### src/rtl/gray_fifo_ctrl_pkg.sv
// Shared types and constants for the Gray-pointer FIFO controller.
package gray_fifo_ctrl_pkg;

  // Default RAM address width; pointers carry one extra wrap bit.
  localparam int ADDR_W_DEF = 4;
  localparam int GRAY_W     = ADDR_W_DEF + 1;

  // Registered status flags, grouped so they share one register.
  typedef struct packed {
    logic full;
    logic empty;
    logic overflow;
    logic underflow;
  } fifo_flags_t;

  localparam fifo_flags_t FLAGS_RST = '{full: 1'b0, empty: 1'b1, overflow: 1'b0, underflow: 1'b0};

endpackage

### src/rtl/gray_fifo_ctrl_bin2gray.sv
// Purely combinational binary-to-Gray converter.
module bin2gray #(
  parameter int W = 5
) (
  input  logic [W-1:0] bin_i,
  output logic [W-1:0] gray_o
);

  assign gray_o = bin_i ^ (bin_i >> 1);

endmodule

### src/rtl/gray_fifo_ctrl.sv
// Pointer/flag controller for a synchronous FIFO with Gray-coded pointers.
// Drives an external dual-port RAM; exports Gray pointers for later CDC reuse.
module gray_fifo_ctrl
  import gray_fifo_ctrl_pkg::*;
#(
  parameter int ADDR_W = ADDR_W_DEF
) (
  input  logic              clk,
  input  logic              rst_n,
  input  logic              wr_en,
  input  logic              rd_en,
  output logic [ADDR_W-1:0] wr_addr,
  output logic [ADDR_W-1:0] rd_addr,
  output logic [ADDR_W:0]   wr_ptr_gray,
  output logic [ADDR_W:0]   rd_ptr_gray,
  output logic              full,
  output logic              empty,
  output logic [ADDR_W:0]   count,
  output logic              overflow,
  output logic              underflow
);

  localparam int PW = ADDR_W + 1;

  logic [PW-1:0] wb_q, wb_d, rb_q, rb_d;
  logic [PW-1:0] wg_q, wg_d, rg_q, rg_d;
  logic [PW-1:0] cnt_q, cnt_d;
  fifo_flags_t   flags_q, flags_d;
  logic          wa, ra;

  // Accepts are gated by the registered flags only, so no comb path from flags_d.
  assign wa = wr_en & ~flags_q.full;
  assign ra = rd_en & ~flags_q.empty;

  assign wb_d = wb_q + PW'(wa);
  assign rb_d = rb_q + PW'(ra);

  bin2gray #(.W(PW)) u_wr_b2g (.bin_i(wb_d), .gray_o(wg_d));
  bin2gray #(.W(PW)) u_rd_b2g (.bin_i(rb_d), .gray_o(rg_d));

  // Next flags/count from next-state pointers so they line up with the pointer update.
  always_comb begin
    flags_d           = flags_q;
    flags_d.empty     = (wg_d == rg_d);
    flags_d.full      = (wg_d == {~rg_d[ADDR_W:ADDR_W-1], rg_d[ADDR_W-2:0]});
    flags_d.overflow  = wr_en & flags_q.full;
    flags_d.underflow = rd_en & flags_q.empty;
    cnt_d             = wb_d - rb_d;
  end

  // Pointer, Gray, flag and count registers; reset empties the FIFO at once.
  always_ff @(posedge clk or negedge rst_n) begin
    if (!rst_n) begin
      wb_q    <= '0;
      rb_q    <= '0;
      wg_q    <= '0;
      rg_q    <= '0;
      cnt_q   <= '0;
      flags_q <= FLAGS_RST;
    end else begin
      wb_q    <= wb_d;
      rb_q    <= rb_d;
      wg_q    <= wg_d;
      rg_q    <= rg_d;
      cnt_q   <= cnt_d;
      flags_q <= flags_d;
    end
  end

  assign wr_addr     = wb_q[ADDR_W-1:0];
  assign rd_addr     = rb_q[ADDR_W-1:0];
  assign wr_ptr_gray = wg_q;
  assign rd_ptr_gray = rg_q;
  assign count       = cnt_q;
  assign full        = flags_q.full;
  assign empty       = flags_q.empty;
  assign overflow    = flags_q.overflow;
  assign underflow   = flags_q.underflow;

endmodule

### config.mk
export PLATFORM = sky130hd
export DESIGN_NAME = gray_fifo_ctrl
export DESIGN_NICKNAME = d
export VERILOG_FILES = /design/src/rtl/gray_fifo_ctrl_pkg.sv /design/src/rtl/gray_fifo_ctrl_bin2gray.sv /design/src/rtl/gray_fifo_ctrl.sv
export SDC_FILE = /design/constraint.sdc
export NUM_CORES = 1
export LEC_CHECK = 0
export BUFFER_PORTS_ARGS = -buffer_cell sky130_fd_sc_hd__buf_2
export CAP_MARGIN = 0
export CORE_ASPECT_RATIO = 1.1
export CORE_MARGIN = 1
export CORE_UTILIZATION = 45
export CTS_CLUSTER_DIAMETER = 60
export DETAILED_ROUTE_END_ITERATION = 10
export GPL_ROUTABILITY_DRIVEN = 0
export PLACE_DENSITY = 0.7
export SETUP_SLACK_MARGIN = 0.15
export SYNTH_ARGS = -nofsm -noshare
export SYNTH_HDL_FRONTEND = slang
export SYNTH_SLANG_ARGS = --single-unit
### constraint.sdc
create_clock -name clk -period 2.53 [get_ports clk]
set_input_delay 0.1265 -clock clk [delete_from_list [all_inputs] [get_ports clk]]
set_output_delay 0.1265 -clock clk [all_outputs]
set_load 0.01 [all_outputs]
==> results of run 1 <==
## layer usage
layer	up-vias	routed length (µm)
met5	-	0
met4	0	30
met3	4	113
met2	26	872
met1	337	807
li1	336	-
## cells in the mapped netlist, drive strengths merged
cell type   n
inv        12
and2        2
xor2        8
nand3       5
a21o        1
dfstp       1
ha          7
dfrtp      26
fa          1
nor3        2
nor2b       2
xnor2      15
maj3        1
a21oi       2
## state kept, by name, indices dropped and copies added, names as in the netlist
register and flops:
empty 1, overflow 1, rb_q 5, underflow 1, rd_ptr_gray 4, full 1
wr_ptr_gray 4, wb_q 5, count 5
## worst paths after layout
kind / start / endpoint / cells past startpoint / slack, ns
setup / recovery: empty$_DFF_PN1_ / count[4]$_DFF_PN0_ / 8 / 0.27
hold / removal: wr_en / overflow$_DFF_PN0_ / 2 / 0.03
setup reg to reg: empty$_DFF_PN1_ / count[4]$_DFF_PN0_ / 8 / 0.27
hold reg to reg: empty$_DFF_PN1_ / underflow$_DFF_PN0_ / 1 / 0.55
max in group asynchronous: rst_n / empty$_DFF_PN1_ / 2 / 1.83
min in group asynchronous: rst_n / rb_q[2]$_DFF_PN0_ / 2 / 0.32
## logic make-up (layout without fill, tap and decap cells)
group           after synthesis  after routing  synth area share
fa+ha+maj                     9              9            0.1015
buf+inv                      12             49           0.03846
xor+xnor                     23             23            0.2073
compound gates                3              3           0.01496
simple gates                 11             11           0.05982
flops                        27             27            0.5780
## layout by cell type (no fill, tap or decap), types with 2 or more instances in the layout
cell type and n:
a21oi_1 2, and2_1 2, buf_2 30, buf_4 2, clkbuf_4 3, dfrtp_1 26
ha_1 6, inv_1 12, nand3_1 3, nand3_2 2, nor2b_1 2, nor3_1 2
xnor2_1 13, xor2_1 5, xor2_2 3
## cell type report
| cell class | instances | area, µm² | area share |
|---|---|---|---|
| flip-flops and latches | 27 | 676.9 | 0.4729 |
| multi-input cells | 46 | 469.2 | 0.3278 |
| repair buffers | 33 | 175.2 | 0.1224 |
| inverters | 12 | 45.04 | 0.03147 |
| well taps | 31 | 38.79 | 0.02710 |
| clock buffers | 4 | 26.28 | 0.01836 |
## per-stage QoR
step	hold slack [ns]	instance area, µm²	util	setup WS [ns]	std cells
final	0.02628	1431	0.5789	0.2682	153
after detailed placement	0.1547	1375	0.5562	0.1848	148
after global routing	0.02951	1431	0.5789	0.1520	153
after floorplan	-0.1691	1171	-	0.2553	85
after global placement	0.1567	1375	0.5562	0.2444	148
after CTS	0.01319	1414	0.5719	0.1970	153
## critical path, cell delays in order (launching register included)
cell     delay [ns]
dfstp_2        0.56
nor2b_1        0.05
ha_1           0.34
ha_1           0.24
fa_1           0.41
inv_1          0.08
a21oi_1        0.07
maj3_2         0.31
xnor2_1        0.12
## repair_timing
action / 4_1_cts / 5_1_grt
hold endpoints to repair: 26 / 0
resized for setup: 1 / 2
buffers inserted: 0 / 0
hold buffers: 1 / 0
endpoints found under the setup margin: 1 / 1
==> impl_metrics.json, run 1 <==
{
  "diodes": 0,
  "syn-num-nets": 97,
  "fillers": 228,
  "vias": 703,
  "nNetsFinal": 135,
  "max_slew.worst_pin.slew_ns": 0.5640,
  "antenna_found_initial": 0,
  "use_met1": 0.2187,
  "fmax_ghz": 0.4421,
  "min_path_type": "primary input to flop",
  "dp.final_hpwl_um": 1335,
  "yosysTopAreaCell": "dfrtp_1",
  "fin_crit_sh": 0.8940,
  "grt-busiest-layer": "met2",
  "hold_viol_final": 0,
  "grt_usage": 0.1579,
  "cts_tree": "yes",
  "cts_buffer_depth": 2,
  "cts_buffers": 3,
  "initial_core_util": 0.4737,
  "die_width_um": 50.64,
  "cp-end-kind": "flop",
  "syn_area_um2": 1171,
  "fp-row-count": 19,
  "die-area_um2": 2811,
  "synth.top_cell.area_share": 0.5556,
  "maxCapViolations": 0,
  "clk_latency_ns": 0.32,
  "grt_pass1_vias": 698,
  "clock_skew_ns": 0.009679,
  "die_h_um": 55.51,
  "drc": 0,
  "tns_ns": 0,
  "seq_area_frac_synth": 0.5780,
  "syn_inst": 85,
  "synth_area_leaders": "dfrtp_1 (56%), xnor2_1 (10%), ha_1 (7.5%), xor2_2 (4.2%), inv_1 (3.8%)",
  "clkTransAtPathRegs_ns": 0.14,
  "crit_arrival_ns": 2.48,
  "totalWireLength_um": 1824,
  "ant_nets": 0,
  "root_buffer": "clkbuf_4",
  "met3_usage": 0.02755,
  "synth_warnings": 0,
  "slew_violations": 0,
  "outcome": "finished, final reports clean",
  "drt-vias-per-instance": 4.595,
  "worstPathMaxFanout": 4,
  "drt_iter0_markers": 7,
  "port_buffers": 30,
  "dr.pass1.iters": 4,
  "wl_per_cell_um": 11.92,
  "synth.distinct_cells": 17,
  "slew_headroom": 0.6240,
  "cp-start-kind": "flop",
  "rsz0062_at_grt": "false",
  "ys_seq_elements": 27,
  "critical_path_class": "flop to flop",
  "globalRouteOverflowTotal": 0,
  "core-area_um2": 2472,
  "area_delta_synth_final_pct": 22.22,
  "grt_pass1_wl_um": 3194,
  "setup_viol_count_final": 0,
  "cts.sinks": 27,
  "ios": 31,
  "grt_max_degree": 28,
  "crit_required_ns": 2.75,
  "h-tree-depth": 1,
  "grt_use_met2": 0.2362,
  "synth_area_per_cell_um2": 13.78,
  "drive_above_1_share": 0.3689,
  "layout_min_cycle_time_ns": 2.262
}
Power of run 1 is not shown: default switching activity piles up to over one toggle a cycle in this logic, so the estimate is an artifact.
==> inputs of run 2 (changes only) <==
==> constraint.sdc (replaced) <==
create_clock -name clk -period 2.53 [get_ports clk]
set_input_delay 0.3795 -clock clk [delete_from_list [all_inputs] [get_ports clk]]
set_output_delay 0.3795 -clock clk [all_outputs]
set_load 0.01 [all_outputs]
==> impl_metrics.json, run 2 (same netlist as run 1, synthesis figures left out) <==
{
  "nNetsFinal": 138,
  "fin_crit_sh": 0.8806,
  "dr.pass1.iters": 4,
  "die_width_um": 50.64,
  "final_cell_mix": "buf_2 (30), dfrtp_1 (26), xnor2_1 (14)",
  "critical_path_class": "flop to flop",
  "drt-vias-per-instance": 4.462,
  "die-area_um2": 2811,
  "outcome": "finished, final reports clean",
  "die_h_um": 55.51,
  "dp.final_hpwl_um": 1477,
  "root_buffer": "clkbuf_4",
  "tns_ns": 0,
  "grt_max_degree": 28,
  "setup_viol_count_final": 0,
  "totalWireLength_um": 1906,
  "area_delta_synth_final_pct": 22.54,
  "cts_hold_buf": 0,
  "slew_violations": 0,
  "hold_viol_final": 0,
  "wl_per_cell_um": 12.22,
  "cts_tree": "yes",
  "rsz0062_at_grt": "false",
  "cp-start-kind": "flop",
  "cts_buffer_depth": 2,
  "ant_nets": 0,
  "drc": 0,
  "drive_above_1_share": 0.3920,
  "drt_iter0_markers": 7,
  "port_buffers": 30,
  "fmax_ghz": 0.4488,
  "globalRouteOverflowTotal": 0,
  "crit_required_ns": 2.75,
  "clock_skew_ns": 0.009734,
  "antenna_found_initial": 0,
  "layout_min_cycle_time_ns": 2.228,
  "vias": 696,
  "cts.sinks": 27,
  "clkTransAtPathRegs_ns": 0.14,
  "max_slew.worst_pin.slew_ns": 0.5607,
  "cts_buffers": 3,
  "core-area_um2": 2472,
  "grt_pass1_wl_um": 3194,
  "cp-end-kind": "flop",
  "grt_usage": 0.1567,
  "fp-row-count": 19,
  "slew_headroom": 0.6262,
  "crit_arrival_ns": 2.45,
  "clk_latency_ns": 0.32,
  "min_path_type": "primary input to async pin",
  "diodes": 0,
  "grt_pass1_vias": 663,
  "ios": 31,
  "h-tree-depth": 1,
  "initial_core_util": 0.4737,
  "final_common_cell": "buf_2",
  "maxCapViolations": 0,
  "worstPathMaxFanout": 3
}
-- run 2: path summary, 6_finish.rpt --
| check | from | end | slack [ns] | depth (start not counted) |
|---|---|---|---|---|
| worst max-delay path | empty$_DFF_PN1_ | count[4]$_DFF_PN0_ | 0.30 | 8 |
| worst min-delay path | rst_n | count[2]$_DFF_PN0_ | 0.02 | 1 |
| worst max register to register | empty$_DFF_PN1_ | count[4]$_DFF_PN0_ | 0.30 | 8 |
| worst min register to register | empty$_DFF_PN1_ | underflow$_DFF_PN0_ | 0.54 | 1 |
| max in group asynchronous | rst_n | empty$_DFF_PN1_ | 2.13 | 1 |
| min in group clk | rd_en | underflow$_DFF_PN0_ | 0.28 | 2 |
-- run 2: critical path: stages (launching register included) --
cell	delay, ns
dfstp_2	0.56
nor2b_1	0.05
ha_1	0.23
ha_1	0.33
fa_2	0.39
inv_1	0.06
a21oi_1	0.06
maj3_2	0.32
xnor2_1	0.13
-- run 2: layout make-up --
cell class              count  area [µm²]
fillers                   219        1037
inverters                  12       45.04
clock buffers               3       22.52
multi-input cells          46       451.7
clock inverters             1       5.005
well taps                  31       38.79
flip-flops and latches     27       676.9
repair buffers             36       195.2
-- run 2: metrics by stage --
| stage | hold WS [ns] | instances | worst slack (ns) | util | area [µm²] |
|---|---|---|---|---|---|
| after floorplan | 0.08391 | 85 | 0.2466 | - | 1171 |
| after global placement | 0.4012 | 150 | 0.1966 | 0.5622 | 1390 |
| after detailed placement | 0.4136 | 150 | 0.1530 | 0.5622 | 1390 |
| after CTS | 0.04848 | 154 | 0.2365 | 0.5734 | 1418 |
| after global routing | 0.05655 | 156 | 0.1648 | 0.5805 | 1435 |
| final | 0.02215 | 156 | 0.3021 | 0.5805 | 1435 |
-- run 2: timing repair --
item | 4_1_cts | 5_1_grt
buffers inserted | 0 | 2
resized for setup | 0 | 1
setup endpoints to repair | 0 | 1
-- run 2: per-layer routing --
metal	up-vias	GRT usage	part of all wire
met1	324	0.2126	0.42
li1	342	-	-
met2	26	0.2457	0.50
met3	4	0.03306	0.063
met4	0	0.05952	0.016
met5	-	0	0
Power of run 2 is left out for the same reason.
==> inputs of run 3 (changes only) <==
- CORE_UTILIZATION: 45 -> 50
- PLACE_DENSITY: 0.7 -> 0.76
==> impl_metrics.json, run 3 (same netlist as run 1, synthesis figures left out) <==
{
  "cts_hold_buf": 0,
  "crit_arrival_ns": 2.50,
  "root_buffer": "clkbuf_4",
  "nNetsFinal": 138,
  "rsz0062_at_grt": "false",
  "grt_pass1_wl_um": 2877,
  "ios": 31,
  "fin_crit_sh": 0.8987,
  "port_buffers": 30,
  "die-area_um2": 2540,
  "cts_buffer_depth": 2,
  "die_width_um": 48.15,
  "fmax_ghz": 0.4398,
  "clk_latency_ns": 0.33,
  "globalRouteOverflowTotal": 0,
  "area_delta_synth_final_pct": 23.18,
  "grt_max_degree": 28,
  "max_slew.worst_pin.slew_ns": 0.5674,
  "slew_headroom": 0.6217,
  "clkTransAtPathRegs_ns": 0.13,
  "critical_path_class": "flop to flop",
  "worstPathMaxFanout": 4,
  "core-area_um2": 2230,
  "fp-row-count": 18,
  "wl_per_cell_um": 11.65,
  "diodes": 0,
  "dr.pass1.iters": 4,
  "antenna_found_initial": 0,
  "drt_iter0_markers": 5,
  "fin_hold_ws_ns": 0.02097,
  "cp-start-kind": "flop",
  "tns_ns": 0,
  "drive_above_1_share": 0.3840,
  "dp.final_hpwl_um": 1367,
  "drc": 0,
  "clock_skew_ns": 0.002674,
  "die_h_um": 52.76,
  "grt_usage": 0.1714,
  "totalWireLength_um": 1806,
  "setup_viol_count_final": 0,
  "vias": 720,
  "h-tree-depth": 1,
  "grt_pass1_vias": 693,
  "initial_core_util": 0.5253,
  "final_util": 0.6470,
  "cts_buffers": 3,
  "outcome": "finished, final reports clean",
  "cts.sinks": 27,
  "final_cell_mix": "buf_2 (30), dfrtp_1 (26), xnor2_1 (14)",
  "slew_violations": 0,
  "ant_nets": 0,
  "final_common_cell": "buf_2",
  "maxCapViolations": 0,
  "drt-vias-per-instance": 4.645,
  "layout_min_cycle_time_ns": 2.274,
  "min_path_type": "primary input to async pin",
  "hold_viol_final": 0,
  "cts_tree": "yes",
  "crit_required_ns": 2.76,
  "cp-end-kind": "flop"
}
## run 3: cell types whose count changed in the layout (fill, tap and decap cells not counted), sizes merged
cell / previous run / this run
clkbuf: 3 / 4
clkinv: 1 / 0
## run 3: per-stage QoR
step           setup slack (ns)  area, µm²  cells
2_1_floorplan            0.2466       1171     85
3_3_place_gp             0.2012       1389    149
3_5_place_dp             0.1246       1389    149
4_1_cts                  0.2279       1415    153
5_1_grt                  0.1516       1443    155
6_report                 0.2562       1443    155
## run 3: repair_timing
action / CTS / global route
gates resized for setup: 0 / 1
buffers inserted: 0 / 2
setup endpoints to repair: 0 / 1
## run 3: critical path: stages, from the launching register on
cell,delay (ns)
dfstp_2,0.56
nor2b_1,0.05
ha_1,0.34
ha_1,0.23
fa_1,0.40
inv_1,0.08
a21oi_1,0.07
maj3_2,0.31
xnor2_1,0.13
## run 3: final cells by class
type                    count  area (µm²)
inverters                  12       45.04
flip-flops and latches     27       676.9
well taps                  30       37.54
multi-input cells          46       461.7
fillers                   182       787.0
repair buffers             36       195.2
clock buffers               4       26.28
## run 3: worst paths after layout
kind / slack [ns] / startpoint / to / depth (start not counted)
min: 0.02 / rst_n / underflow$_DFF_PN0_ / 1
max in group asynchronous: 2.14 / rst_n / empty$_DFF_PN1_ / 1
max reg2reg: 0.26 / empty$_DFF_PN1_ / count[4]$_DFF_PN0_ / 8
max: 0.26 / empty$_DFF_PN1_ / count[4]$_DFF_PN0_ / 8
min reg2reg: 0.54 / full$_DFF_PN0_ / overflow$_DFF_PN0_ / 1
min in group clk: 0.26 / wr_en / overflow$_DFF_PN0_ / 2
## run 3: metal layers
layer  vias to the layer above  track usage  share of wire
met5                         -            0              0
met4                         0      0.09722          0.029
met3                         5      0.03103          0.041
met2                        26       0.2889           0.49
met1                       343       0.1937           0.44
li1                        346            -              -
Power of run 3 is left out for the same reason.
